--- src/rtl/cpu_bus_pkg.sv ---
// Shared CPU bus definitions: bus widths and the shared-port arbiter state encoding.
package cpu_bus_pkg;

  localparam int BUS_W  = 32;
  localparam int STRB_W = 4;

  typedef enum logic [2:0] {
    IDLE   = 3'd0,
    D_REQ  = 3'd1,
    D_WAIT = 3'd2,
    I_REQ  = 3'd3,
    I_WAIT = 3'd4
  } arb_state_t;

endpackage

--- src/rtl/sram_like_arbiter.sv ---
// Arbitrates fetch and mem-stage accesses onto one SRAM-like port, one transaction at a time,
// and turns the per-side completion flags into pipeline stall signals.
module sram_like_arbiter
  import cpu_bus_pkg::*;
(
  input  logic              clk,
  input  logic              rst,
  input  logic              inst_req,
  input  logic [BUS_W-1:0]  inst_addr,
  output logic [BUS_W-1:0]  inst_rdata,
  output logic              i_stall,
  input  logic              data_req,
  input  logic [STRB_W-1:0] data_wen,
  input  logic [BUS_W-1:0]  data_addr,
  input  logic [BUS_W-1:0]  data_wdata,
  output logic [BUS_W-1:0]  data_rdata,
  output logic              d_stall,
  input  logic              div_stall,
  output logic              longest_stall,
  output logic              mem_req,
  output logic              mem_wr,
  output logic [STRB_W-1:0] mem_wstrb,
  output logic [BUS_W-1:0]  mem_addr,
  output logic [BUS_W-1:0]  mem_wdata,
  input  logic [BUS_W-1:0]  mem_rdata,
  input  logic              mem_addr_ok,
  input  logic              mem_data_ok
);

  arb_state_t        r_state;
  logic              r_iDone;
  logic              r_dDone;
  logic              r_memReq;
  logic [BUS_W-1:0]  r_instRdata;
  logic [BUS_W-1:0]  r_dataRdata;

  logic w_iPending;
  logic w_dPending;
  logic w_longestStall;
  logic w_isWrite;

  assign w_iPending     = inst_req & ~r_iDone;
  assign w_dPending     = data_req & ~r_dDone;
  assign w_longestStall = w_iPending | w_dPending | div_stall;
  assign w_isWrite      = |data_wen;

  assign i_stall       = w_iPending;
  assign d_stall       = w_dPending;
  assign longest_stall = w_longestStall;
  assign inst_rdata    = r_instRdata;
  assign data_rdata    = r_dataRdata;
  assign mem_req       = r_memReq;

  // The done flags clear when the pipeline advances; a completion on the same edge takes priority.
  always_ff @(posedge clk or posedge rst) begin
    if (rst) begin
      r_state     <= IDLE;
      r_iDone     <= 1'b0;
      r_dDone     <= 1'b0;
      r_memReq    <= 1'b0;
      r_instRdata <= '0;
      r_dataRdata <= '0;
    end else begin
      if (!w_longestStall) begin
        r_iDone <= 1'b0;
        r_dDone <= 1'b0;
      end
      case (r_state)
        IDLE: begin
          if (w_dPending) begin
            r_state  <= D_REQ;
            r_memReq <= 1'b1;
          end else if (w_iPending) begin
            r_state  <= I_REQ;
            r_memReq <= 1'b1;
          end
        end
        D_REQ: begin
          if (mem_addr_ok) begin
            r_state  <= D_WAIT;
            r_memReq <= 1'b0;
          end
        end
        D_WAIT: begin
          if (mem_data_ok) begin
            r_dDone <= 1'b1;
            if (!w_isWrite) begin
              r_dataRdata <= mem_rdata;
            end
            if (w_iPending) begin
              r_state  <= I_REQ;
              r_memReq <= 1'b1;
            end else begin
              r_state <= IDLE;
            end
          end
        end
        I_REQ: begin
          if (mem_addr_ok) begin
            r_state  <= I_WAIT;
            r_memReq <= 1'b0;
          end
        end
        I_WAIT: begin
          if (mem_data_ok) begin
            r_iDone     <= 1'b1;
            r_instRdata <= mem_rdata;
            r_state     <= IDLE;
          end
        end
        default: begin
          r_state  <= IDLE;
          r_memReq <= 1'b0;
        end
      endcase
    end
  end

  // Request fields follow the requester's held inputs and read as zero whenever the port is idle.
  always_comb begin
    mem_wr    = 1'b0;
    mem_wstrb = '0;
    mem_addr  = '0;
    mem_wdata = '0;
    case (r_state)
      D_REQ: begin
        mem_wr    = w_isWrite;
        mem_wstrb = data_wen;
        mem_addr  = data_addr;
        mem_wdata = data_wdata;
      end
      I_REQ: begin
        mem_addr = inst_addr;
      end
      default: begin
        mem_wr = 1'b0;
      end
    endcase
  end

endmodule

--- config.mk ---
export PLATFORM = sky130hd
export DESIGN_NAME = sram_like_arbiter
export DESIGN_NICKNAME = d
export VERILOG_FILES = /design/src/rtl/cpu_bus_pkg.sv /design/src/rtl/sram_like_arbiter.sv
export SDC_FILE = /design/constraint.sdc
export NUM_CORES = 1
export LEC_CHECK = 0
export ABC_AREA = 1
export BUFFER_PORTS_ARGS = -buffer_cell sky130_fd_sc_hd__buf_2
export CORE_AREA = 2 2 107 109
export DETAILED_ROUTE_END_ITERATION = 8
export DIE_AREA = 0 0 109 111
export PLACE_DENSITY = 0.68
export SYNTH_ARGS = -nofsm -noshare
export SYNTH_HDL_FRONTEND = slang
export SYNTH_SLANG_ARGS = --single-unit
export TNS_END_PERCENT = 20
--- constraint.sdc ---
create_clock -name clk -period 2.4 [get_ports clk]
set_clock_uncertainty 0.05 [all_clocks]
set_input_delay 0.36 -clock clk [delete_from_list [all_inputs] [get_ports clk]]
set_output_delay 0.36 -clock clk [all_outputs]
set_load 0.03 [all_outputs]
==> impl_results.md <==
- Top-Level Pins: 276
- Final setup vio count: 0
- Synth Net Count: 571
- Initial DRT Pass Iterations: 6
- CP cell instances: nand3_1 > inv_1 > buf_4 > a32o_1 > buf_2
- CTS Hold Buffers Added: 0
- Yosys warns: 0
- Static Leak: 0.00329 uW
- WP data arrival: 1.86 ns
- Post-synthesis adder-cell area fraction: 0
- Clk Latency, worst-skew pair: 0.31 ns
- Largest net degree at the start of global routing: 59
- Slowest-stage cell, CP: dfrtp_1
- IO buf count: 275
- PostCTS Resize Cnt: 0
- Fin. max-slew vios: 0
- DRT antenna net count: 0
- Worst path depth: 5
- Worst-Margin Slew: 0.604 ns
- Initial core utilization: 0.322
- Clock Tree Buf Depth: 2
- Synth cell types: 24
- Final Total Pwr: 7780 uW
- CP Data Required Time: 1.99 ns
- Post-layout min period: 2.27 ns
- Chip Width: 109 um
- Nature of the critical path endpoint: output port
- Cell family with most CP delay: buffers and inverters
- CP peak stage delay: 0.53 ns
- Crit Path Max Fanout: 32
- RSZ-0062 raised after global routing: no
- Final hold viol count: 0
- CTS tree: built
- Post-Synth XOR/XNOR Area: 0
- Complex-gate fraction of the synthesized area: 0.179
- Clock root cell: clkbuf_16
- Worst setup path category: reg2out
- Min Hold Slack: 0.0446 ns
- Number of max-cap violations: 0
- Number of nets in the layout: 839
- Drt wl/cell: 14.6 um
- Clock Sinks: 70
- Synth area leader: dfrtp_1
- Number of antenna violations at the first check in global routing: 0
- Vias/cell: 4.66
- Post-synthesis sequential element count: 70
- Relative slew margins: 0.597
- Largest family of logic cells by synthesized area: simple AND/OR/NAND/NOR gates
- DP Cell Count: 832
- Sequential-to-total area share from yosys stat: 0.491
- Vias in the first global route: 3795
- CTS HTree Levels: 3
- Worst Reg-to-Reg Cells: 5
- GRT Total Usage: 0.201
- Syn Inst Count: 432
- Maximum clock frequency: 440 MHz
- Main area contributors after synthesis: dfrtp_1, a32o_1, inv_1, nand2_1, nor2_1
- Worst vdd ir: 0.773 mV
- Total CTS buffers: 9
- Outcome: finished, final reports clean
- Hold WC Path Type: in2async
- Mean Syn Cell Area: 8.25 um2
- FP Rows: 39
- Setup TNS: 0 ns
- Multiplexer share of the synthesized area: 0
- Layout Cells excl Fill: 848
- GRT Residual Overflow: 0
- Core Box Area: 11100 um2
- GP Congestion: 0.829
- Layout cells sized above 1: 0.448
- DR DRC count: 0
- Crit share post-route: 0.947
- Core Util, Final: 0.478
- Die area: 12100 um2
- DP HPWL: 9770 um
- Area Growth Syn to Fin: 48.4%
- Startpoint Class: register
- Vias: 3950
- WL final: 12400 um
- Ant. Diodes: 0
- Buf/Inv on CP: 3
- Synth Area in Simple Gates: 0.194
- Cell Pwr Density: 1470 nW/um2
- Area fraction of the dominant cell type after synthesis: 0.491
- Worst-path clk slew: 0.06 ns
- First-pass GRT wire length: 18800 um
- Post-CTS setup buffers: 0
- Chip Height: 111 um
- Initial drt markers: 295
- Cell Area, Synth: 3570 um2
[layout make-up]
| class | count | area, um2 |
|---|---|---|
| sequential | 70 | 1750 |
| clock buffer | 10 | 239 |
| tap | 143 | 179 |
| timing repair buffer | 284 | 1440 |
| inverter | 78 | 295 |
| multi-input combinational | 257 | 1330 |
| clock inverter | 6 | 50.0 |
| fill | 1105 | 5790 |
[power by group]
part           total, uW  internal [uW]  switching [uW]
Combinational       4520           1280            3240
Clock               1270            742             525
Sequential          1990           1690             300
[worst paths after layout]
path	startpoint	endpoint	slack [ns]
worst max-delay path	r_state[1]	mem_addr[9]	0.13
worst min-delay path	rst	inst_rdata[4]	0.04
worst max register to register	r_state[1]	inst_rdata[15]	0.65
worst min register to register	inst_rdata[28]	inst_rdata[28]	0.42
max in group asynchronous	rst	data_rdata[29]	1.77
min in group clk	mem_rdata[27]	data_rdata[27]	0.21
[layer usage]
layer / up-vias / part of all wire / track usage
li1: 1923 / - / -
met2: 187 / 0.46 / 0.324
met1: 1832 / 0.45 / 0.273
met4: 0 / 0.0072 / 0.0513
met5: - / 0 / 0
met3: 8 / 0.085 / 0.0417
[synth_stat cells, drive strengths merged]
cell     n
nor2    71
nand2   74
or2      1
clkbuf   6
nand3   17
nand4    1
o21ai   35
dfrtp   70
a21oi   25
a32o    32
buf     21
inv     78
nand3b   1
[sequential cells by signal (all words and copies together) (netlist names)]
| register | flops |
|---|---|
| inst_rdata | 32 |
| mem_req | 1 |
| r_dDone | 1 |
| r_iDone | 1 |
| r_state | 3 |
| data_rdata | 32 |
[tightest hold or removal path, cell delays in order]
cell and delay, ns:
buf_2 0.10, inv_2 0.04, buf_4 0.31
[through the flow]
stage,setup slack [ns],instance area (um2)
6_report,0.128,5290
3_3_place_gp,0.559,5000
2_1_floorplan,0.222,3570
5_1_grt,0.00379,5290
4_1_cts,0.154,5290
3_5_place_dp,0.506,5000
[cell families after synthesis]
family          count (synthesis)
compound gates                 92
flops                          70
buf+inv                       105
simple gates                  165
[layout by cell type, fill, tap and decap left out]
master,instances
o21ai_1,1
inv_1,75
nand2_2,1
nand2_4,1
a21oi_1,25
or2_2,1
inv_4,1
inv_6,4
nand2_1,72
nand4_1,1
clkinvlp_4,2
o21ai_2,5
nor2_1,67
clkbuf_16,9
nor2_4,2
dfrtp_1,70
nor2_2,2
a32o_1,32
o21ai_0,29
nand3_4,1
clkbuf_8,1
nand3_1,16
nand3b_1,1
buf_2,275
buf_4,9
inv_2,2
No activity file was read; power rests on OpenSTA's default activity.
